`src/rtl/qpsk_tx_scheduler.sv`:
```
// qpsk_tx_scheduler
// Frame sequencer in front of the QPSK modulator. Each frame is a preamble
// (alternating 00/10), the 16-bit sync word as 8 MSB-first dibits, then
// frame_len payload bytes as 4 MSB-first dibits each. One symbol advances per
// mod_req pulse. This block is the sole driver of the modulator's fcw.
//
// Ports:
//   clk, reset         clock, synchronous active-high reset
//   start, abort       frame request (IDLE only) / terminate current frame
//   frame_len, cfg_fcw payload byte count and carrier FCW, sampled with start
//   tx_data/valid/ready  payload byte stream (one-byte buffer)
//   mod_req            modulator took the presented symbol
//   symbol_in/en       symbol presented to the modulator / symbol valid
//   fcw                modulator FCW
//   busy, done         not-IDLE / one-cycle end-of-frame pulse
//   underrun           sticky, set when a payload byte was not ready in time
//   state_dbg          current FSM state (0 IDLE, 1 PREAMBLE, 2 SYNC, 3 PAYLOAD)
module qpsk_tx_scheduler #(
  parameter int          PREAMBLE_LEN = 32,
  parameter logic [15:0] SYNC_WORD    = 16'h1ACF,
  parameter logic [31:0] DEFAULT_FCW  = 32'h0000_0000
) (
  input  logic        clk,
  input  logic        reset,
  input  logic        start,
  input  logic        abort,
  input  logic [15:0] frame_len,
  input  logic [31:0] cfg_fcw,
  input  logic [7:0]  tx_data,
  input  logic        tx_valid,
  output logic        tx_ready,
  input  logic        mod_req,
  output logic [1:0]  symbol_in,
  output logic        symbol_en,
  output logic [31:0] fcw,
  output logic        busy,
  output logic        done,
  output logic        underrun,
  output logic [1:0]  state_dbg
);

  typedef enum logic [1:0] {S_IDLE, S_PREAMBLE, S_SYNC, S_PAYLOAD} state_t;

  localparam logic [15:0] PRE_LAST = 16'(PREAMBLE_LEN - 1);

  state_t      state, state_nxt;
  logic [15:0] cnt, cnt_nxt;         // symbol index within the current state
  logic [15:0] sr, sr_nxt;           // dibits still to send, MSB-first
  logic [15:0] len_q, len_nxt;       // payload bytes in this frame
  logic [15:0] sent, sent_nxt;       // bytes moved into the shift register
  logic [15:0] fetched, fetched_nxt; // bytes accepted from the source
  logic        buf_v, buf_v_nxt;
  logic [7:0]  buf_d, buf_d_nxt;
  logic [1:0]  sym_nxt;
  logic        en_nxt, ready_nxt, done_nxt, ur_nxt;
  logic [31:0] fcw_nxt;

  logic start_ok, adv, accept;
  logic load_byte, finish, set_ur;

  // Byte handshake: a byte transfers on every rising edge where tx_valid and
  // tx_ready are both high; tx_valid may not depend on tx_ready, and tx_ready
  // is registered, so it is high only while the buffer is empty.
  assign accept   = tx_valid && tx_ready;
  assign start_ok = start && (state == S_IDLE);
  // abort wins over mod_req in the same cycle
  assign adv      = mod_req && !abort && (state != S_IDLE);
  assign state_dbg = state;

  // State register
  always_ff @(posedge clk) begin
    if (reset) state <= S_IDLE;
    else       state <= state_nxt;
  end

  // Next-state logic and frame-boundary decisions
  always_comb begin
    state_nxt = state;
    load_byte = 1'b0;
    finish    = 1'b0;
    set_ur    = 1'b0;
    case (state)
      S_IDLE:     if (start_ok) state_nxt = S_PREAMBLE;
      S_PREAMBLE: if (adv && cnt == PRE_LAST) state_nxt = S_SYNC;
      S_SYNC: begin
        if (adv && cnt == 16'd7) begin
          if (len_q == 16'd0) finish = 1'b1;
          else if (buf_v) begin
            load_byte = 1'b1;
            state_nxt = S_PAYLOAD;
          end else begin
            set_ur = 1'b1;
            finish = 1'b1;
          end
        end
      end
      S_PAYLOAD: begin
        if (adv && cnt == 16'd3) begin
          if (sent == len_q) finish = 1'b1;
          else if (buf_v) load_byte = 1'b1;
          else begin
            set_ur = 1'b1;
            finish = 1'b1;
          end
        end
      end
      default: state_nxt = S_IDLE;
    endcase
    if (finish) state_nxt = S_IDLE;
    if (abort && state != S_IDLE) state_nxt = S_IDLE;
  end

  // Next values of the datapath and the registered outputs
  always_comb begin
    cnt_nxt     = cnt;
    sr_nxt      = sr;
    len_nxt     = len_q;
    sent_nxt    = sent;
    fetched_nxt = fetched;
    buf_d_nxt   = buf_d;
    sym_nxt     = symbol_in;
    en_nxt      = symbol_en;
    done_nxt    = 1'b0;
    ur_nxt      = underrun;
    fcw_nxt     = fcw;
    if (accept) begin
      buf_d_nxt   = tx_data;
      fetched_nxt = fetched + 16'd1;
    end
    // A drain on the same edge as a fill takes the old contents; the new
    // byte stays in the buffer.
    buf_v_nxt = accept || (buf_v && !load_byte);

    if (start_ok) begin
      len_nxt     = frame_len;
      fcw_nxt     = cfg_fcw;
      ur_nxt      = 1'b0;
      cnt_nxt     = 16'd0;
      sent_nxt    = 16'd0;
      fetched_nxt = 16'd0;
      buf_v_nxt   = 1'b0;
      sym_nxt     = 2'b00;
      en_nxt      = 1'b1;
    end else if (abort && state != S_IDLE) begin
      buf_v_nxt = 1'b0;
      sym_nxt   = 2'b00;
      en_nxt    = 1'b0;
    end else if (adv) begin
      if (finish) begin
        buf_v_nxt = 1'b0;
        sym_nxt   = 2'b00;
        en_nxt    = 1'b0;
        done_nxt  = 1'b1;
        ur_nxt    = underrun || set_ur;
      end else if (load_byte) begin
        sym_nxt  = buf_d[7:6];
        sr_nxt   = {buf_d[5:0], 10'b0};
        cnt_nxt  = 16'd0;
        sent_nxt = sent + 16'd1;
      end else if (state == S_PREAMBLE) begin
        if (cnt == PRE_LAST) begin
          cnt_nxt = 16'd0;
          sym_nxt = SYNC_WORD[15:14];
          sr_nxt  = {SYNC_WORD[13:0], 2'b00};
        end else begin
          cnt_nxt = cnt + 16'd1;
          // next index is odd exactly when the current one is even
          sym_nxt = cnt[0] ? 2'b00 : 2'b10;
        end
      end else begin
        cnt_nxt = cnt + 16'd1;
        sym_nxt = sr[15:14];
        sr_nxt  = {sr[13:0], 2'b00};
      end
    end

    ready_nxt = ((state_nxt == S_SYNC) || (state_nxt == S_PAYLOAD)) &&
                !buf_v_nxt && (fetched_nxt < len_nxt);
  end

  // Datapath and output registers
  always_ff @(posedge clk) begin
    if (reset) begin
      cnt       <= 16'd0;
      sr        <= 16'd0;
      len_q     <= 16'd0;
      sent      <= 16'd0;
      fetched   <= 16'd0;
      buf_v     <= 1'b0;
      buf_d     <= 8'h00;
      symbol_in <= 2'b00;
      symbol_en <= 1'b0;
      tx_ready  <= 1'b0;
      busy      <= 1'b0;
      done      <= 1'b0;
      underrun  <= 1'b0;
      fcw       <= DEFAULT_FCW;
    end else begin
      cnt       <= cnt_nxt;
      sr        <= sr_nxt;
      len_q     <= len_nxt;
      sent      <= sent_nxt;
      fetched   <= fetched_nxt;
      buf_v     <= buf_v_nxt;
      buf_d     <= buf_d_nxt;
      symbol_in <= sym_nxt;
      symbol_en <= en_nxt;
      tx_ready  <= ready_nxt;
      busy      <= (state_nxt != S_IDLE);
      done      <= done_nxt;
      underrun  <= ur_nxt;
      fcw       <= fcw_nxt;
    end
  end

endmodule

```
`config.mk`:
```
export PLATFORM = sky130hd
export DESIGN_NAME = qpsk_tx_scheduler
export DESIGN_NICKNAME = d
export VERILOG_FILES = /design/src/rtl/qpsk_tx_scheduler.sv
export SDC_FILE = /design/constraint.sdc
export NUM_CORES = 1
export LEC_CHECK = 0
export ABC_AREA = 1
export BUFFER_PORTS_ARGS = -buffer_cell sky130_fd_sc_hd__buf_4
export CAP_MARGIN = 20
export CORE_AREA = 2 2 130 132
export CTS_BUF_LIST = sky130_fd_sc_hd__clkbuf_8
export CTS_CLUSTER_SIZE = 25
export DETAILED_ROUTE_END_ITERATION = 8
export DIE_AREA = 0 0 132 134
export GPL_TIMING_DRIVEN = 0
export PLACE_DENSITY = 0.7
export SLEW_MARGIN = 20
export SYNTH_ARGS = -nofsm -noshare
export SYNTH_HDL_FRONTEND = slang
export SYNTH_SLANG_ARGS = --single-unit
```
`constraint.sdc`:
```
create_clock -name clk -period 3.15 [get_ports clk]
set_input_delay 0 -clock clk [delete_from_list [all_inputs] [get_ports clk]]
set_output_delay 0 -clock clk [all_outputs]
set_load 0.05 [all_outputs]
```
# After elaboration in Yosys (flattened, before gate mapping)
# Index checks and enable logic that the tools add are counted.
[totals]
ff_bits = 130
in_bits = 62
output_inout_bits = 41
word_cells = 112
[classes]
addsub = 3
order_cmp = 1
eq_ne = 10
n_mux = 48
bitwise = 4
n_reduce_logical = 31
[ops]
columns = ["op", "n"]
rows = [
  ["16-bit 2-to-1 mux", 9],
  ["16-bit by 1-bit adder with 16-bit output (second input constant)", 3],
  ["2-bit 2-to-1 mux", 12],
  ["1-bit 2-to-1 mux", 23],
  ["16-bit equality test", 1],
  ["16-bit by 2-bit equality test with 1-bit output (second input constant)", 1],
  ["16-bit by 3-bit equality test with 1-bit output (second input constant)", 1],
  ["16-bit by 5-bit equality test with 1-bit output (second input constant)", 1],
  ["16-bit logical NOT", 1],
  ["16-bit < comparator", 1],
  ["1-bit logical AND", 11],
  ["2-bit equality test (second input constant)", 4],
  ["1-bit case mux with 2 select lines", 3],
  ["2-bit case mux with 3 select lines", 1],
  ["3-bit AND reduction", 2],
  ["3-bit nonzero test", 2],
  ["5-bit AND reduction", 1],
  ["1-bit inverter", 4],
  ["4-bit AND reduction", 1],
  ["2-bit nonzero test", 2],
  ["4-bit OR reduction", 1],
  ["1-bit logical NOT", 3],
  ["1-bit logical OR", 3],
  ["3-bit != test (second input constant)", 1],
  ["5 further kinds", 5],
]

# Depth between registers and ports, before layout
[depth]
word_depth = 16
ltp_mapped = 17
depth_no_buf = 17

# Worst setup path after synthesis
# Ideal clock, no wire load.
[synth_path]
kind = "reg2reg"
from = "register tx_ready"
to = "register tx_ready"
setup_ps = 64
arrival_time_ps = 2646
required_time_ps = 3086
setup_slack_ps = 440
path_stages_with_launch = 16
path_buffers = 0
period_less_slack_ps = 2710
path_cell_list = "dfxtp_1 -> nand2_1 -> inv_1 -> nand3_1 -> nor2_1 -> nand2_1 -> nor3_1 -> nand2_1 -> o21ai_0 -> a21oi_1 -> ha_1 -> a21oi_1 -> a21oi_1 -> a211oi_1 -> nand3_1 -> nor2_1"
[synth_between]
elab_cells_between_ends = 12
[synth_rtl]
columns = ["item", "line_no", "source"]
rows = [
  ["start, declared", "31", "output logic tx_ready,"],
  ["start signal, assigned", "208", "tx_ready <= ready_nxt;"],
  ["1-bit logical AND", "64", "assign accept = tx_valid && tx_ready;"],
  ["16-bit 2-to-1 mux", "126", "if (accept) begin"],
  ["16-bit 2-to-1 mux", "134", "if (start_ok) begin"],
  ["via fetched_nxt[13]", "51", "logic [15:0] fetched, fetched_nxt;"],
  ["16-bit < comparator", "178", "!buf_v_nxt && (fetched_nxt < len_nxt);"],
  ["1-bit logical AND", "178", ""],
]
# The timed path passes the listed nets, and every way through them passes these cells.
# A chain may end at the register's enable or synchronous reset.

# Worst setup path in the final report
[layout_path]
from = "register state[0] (netlist: state_dbg[0])"
to = "register tx_ready"
[layout_between]
elab_chain_cells = 15
elab_cells_between_ends = 41
[layout_lines]
columns = ["item", "line_no", "source"]
rows = [
  ["start, declared", "46", "state_t state, state_nxt;"],
  ["start signal, assigned", "73", "else state <= state_nxt;"],
  ["2-bit nonzero test", "67, 110, 144", ""],
  ["1-bit logical AND", "67", "assign adv = mod_req && !abort && (state != S_IDLE);"],
  ["1-bit logical AND, on equally long branches", "98, 86", ""],
  ["1-bit 2-to-1 mux, on equally long branches", "98, 86", ""],
  ["1-bit case mux with 2 select lines", "82", "case (state)"],
  ["1-bit logical NOT", "132", "buf_v_nxt = accept || (buf_v && !load_byte);"],
  ["1-bit logical AND", "132", ""],
  ["1-bit logical OR", "132", ""],
  ["1-bit 2-to-1 mux", "149", "if (finish) begin"],
  ["1-bit 2-to-1 mux", "148", "end else if (adv) begin"],
  ["1-bit 2-to-1 mux", "144", "end else if (abort && state != S_IDLE) begin"],
  ["1-bit 2-to-1 mux", "134", ""],
  ["1-bit logical NOT", "178", ""],
  ["1-bit logical AND", "177", "ready_nxt = ((state_nxt == S_SYNC) || (state_nxt == S_PAYLOAD)) &&"],
  ["1-bit logical AND (*)", "178", ""],
]
# Mark *: on every way between the ends. The rest lies on a longest branch, timed or not.

==> key figures <==
Global routing
  • Largest net degree at the start of global routing: 17
  • Vias in the first global route: between 6000 and 7000
  • Antenna violations before repair: 0
  • First-pass GRT wire length: just over 30 mm
  • Gr ovfl total: 0
  • Tot GR Track Use: 21.06%

Min path
  • Class of the worst hold path: input pin to flip-flop

STA
  • Setup Skew: 0.01387 ns
  • Fin. Hold Viols: 0
  • Hold_ws: roughly 0.050 ns
  • Fmax: ~340 MHz
  • RSZ-0062 raised after global routing: false
  • Worst-margin pin slew: a little over 0.8 ns
  • Final worst slack: around 0.24 ns
  • Tmin final: ~2.9 ns
  • Relative slew slack: between 40% and 50%
  • Post-route clock period utilization: 92.43%
  • Slew Limit Fails: 0
  • Final setup viols: 0

Floorplan
  • Die span in y: 134 um
  • Ports: approximately 100
  • Rows: between 40 and 50
  • Die area: ~0.018 mm2
  • Die span in x: about 130 um
  • Core ar.: 0.01629 mm2
  • Starting density of the core: just under 40%

Synth
  • Synth unique cells: 35
  • Seq/Total Area, Yosys: 38.61%
  • Synth warn: 0
  • Post-Synth Simple-Gate Area: between 30 and 40%
  • Post-synthesis mux area share: 0%
  • Post-Synthesis Cells: roughly 970
  • Dominant synthesized flop cell: dfxtp_1
  • Main combinational cell family by area after synthesis: simple AND/OR/NAND/NOR gates
  • Syn_nets: about 1100
  • XOR/XNOR Fraction of Synth Area: about 2.5%
  • Post-Syn Area per Cell: roughly 6.6 um2
  • Synth Area in Compound Gates: ~11%
  • Yosys reg bits: ~120
  • Synth Cell Area: approximately 0.0064 mm2
  • Share of flip-flops with an asynchronous set or reset: 0%
  • Adder-cell share of the synthesized area: under 10%
  • Post-synth EDFFs: 0

Place
  • RePlAce Congestion: 0.9003
  • Cell Area, Placed: between 0.007 and 0.008 mm2
  • HPWL after DPL: roughly 13 mm
  • Pre-CTS setup slack: -0.1839 ns
  • Placed insts: 1294
  • Port bufs: 101

Final layout
  • Ant diodes: 0
  • Final Instance Area: 0.008449 mm2
  • Layout net count: 1229
  • Area growth, synth to finish: 31.43%
  • Finished Layout Cells: 1382
  • Share of cells above drive strength 1: approximately 16%

Clock network
  • Sink Count: approximately 120
  • Latest clock arrival within the worst-skew pair: 0.45 ns
  • CTS tree: done
  • Clock transition at path regs: ~0.080 ns
  • Root buf cell: clkbuf_8
  • H-tree levels: 4
  • Setup Buffers After CTS: 0
  • CTS Buf Count: 17
  • Clock Path Buffers: 2

Detailed routing
  • Initial DRC count: 333
  • DRT Pass-1 Iters: 5
  • Vias: 6709
  • DRC Markers: 0
  • Via/cell ratio: between 4 and 5
  • Wire per inst: 13.26 um
  • DRT Wirelength: 18.32 mm
  • Routed Antenna Nets: 0

Worst setup path
  • R2R setup slack: roughly 0.24 ns
  • WS Path Type: flip-flop to flip-flop
  • Crit. End Element: flip-flop
  • Arr. time, crit path: about 3.3 ns
  • Critical Path Start Type: flip-flop
  • Critical Path RT: ~3.5 ns
  • Max FO, Critical Path: 10

Power
  • Peak VDD IR: 0.2651 mV
  • Power per cell area: 450.9 mW/mm2
  • Tot Pwr: approximately 3800 uW
  • Leak: approximately 0.0037 uW

Run status
  • Status: finished, final reports clean

Job
  • Max-cap violations: 0
-- through the flow --
stage	util, %	TNS, ns
detailed placement	45.81	-0.1839
CTS	51.77	0
finish	51.87	0
global placement	45.81	-0.1730
global route	51.87	0
floorplan	-	0
-- Yosys cell counts (all sizes together), types with 3 or more instances --
| library cell | count | area, um2 |
|---|---|---|
| nand4 | 19 | 125.1 |
| nor3 | 23 | 115.1 |
| nand3 | 47 | 250.2 |
| o21ai | 82 | 414.2 |
| nand3b | 4 | 30.03 |
| nand2 | 228 | 883.3 |
| a21oi | 47 | 235.2 |
| inv | 109 | 409.2 |
| buf | 12 | 87.58 |
| clkbuf | 21 | 78.83 |
| xor2 | 17 | 148.9 |
| a211oi | 3 | 22.52 |
| ha | 18 | 225.2 |
| nor2 | 196 | 768.2 |
| or2 | 5 | 31.28 |
| nor4 | 11 | 68.82 |
| dfxtp | 124 | 2482 |
-- worst max-delay path: stages (launching register included) --
cell and delay (ns):
dfxtp_1 0.51, nor2_2 0.10, nand2_1 0.25, clkbuf_4 0.31
buf_2 0.25, nand2_1 0.07, o21ai_0 0.14, ha_1 0.31
a21oi_1 0.12, o21ai_0 0.10, nand3_1 0.09, a21oi_1 0.08
a211oi_2 0.23, nand3_1 0.15, nor2_1 0.14
-- layout make-up --
class                           count  area (um2)
Fill cell                        1590        7840
Tap cell                          220       275.3
Sequential cell                   124        2482
Inverter                          109       409.1
Clock buffer                       18       247.7
Clock inverter                     14       158.9
Timing Repair Buffer              157        1319
Multi-Input combinational cell    707        3386
Buffer                             33       171.4
-- final timing paths --
path / startpoint / endpoint / cells past startpoint
worst max-delay path: state_dbg[0]$_SDFF_PP0_ / tx_ready$_SDFF_PP0_ / 14
worst min-delay path: tx_valid / fetched[0]$_SDFF_PP0_ / 5
worst max register to register: state_dbg[0]$_SDFF_PP0_ / tx_ready$_SDFF_PP0_ / 14
worst min register to register: sr[3]$_SDFFE_PP0P_ / sr[3]$_SDFFE_PP0P_ / 2
-- cells by family after synthesis --
family | Yosys count
simple gates | 536
buf+inv | 142
compound gates | 135
flops | 124
xor+xnor | 18
fa+ha+maj | 18
-- placed cells by master, fill, tap and decap left out, types with 19 or more instances in the layout --
cell type	count
nand2_1	221
nor2_1	189
dfxtp_1	124
buf_4	101
inv_1	96
o21ai_0	81
dlygate4sd3_1	56
a21oi_1	47
nand3_1	44
nor3_1	21
clkbuf_1	19
-- power by group --
part / internal, uW / switching, uW / total, uW
logic: 254 / 431 / 685
clock network: 739 / 713 / 1450
registers: 1630 / 38.6 / 1670
-- flip-flops by register name, indices dropped and copies added (netlist names) --
signal / cells
symbol_en: 1
buf_d: 8
sent: 16
sr: 10
tx_ready: 1
underrun: 1
busy: 1
state_dbg: 2
buf_v: 1
fetched: 16
len_q: 16
symbol_in: 2
fcw: 32
cnt: 16
done: 1
-- routing by layer --
metal	vias up	part of all wire [%]	track usage [%]
met4	0	1.8	7.850
met1	3028	45	25.48
met5	-	0	0
met3	27	4.4	4.006
li1	3475	-	-
met2	179	49	37.18
-- timing repair --
item                                    CTS  global route
endpoints found under the setup margin    1             1
resized for setup                         2             5
hold buffers                             56             0
endpoints found under the hold margin    56             0
No activity file was read; power rests on OpenSTA's default activity.
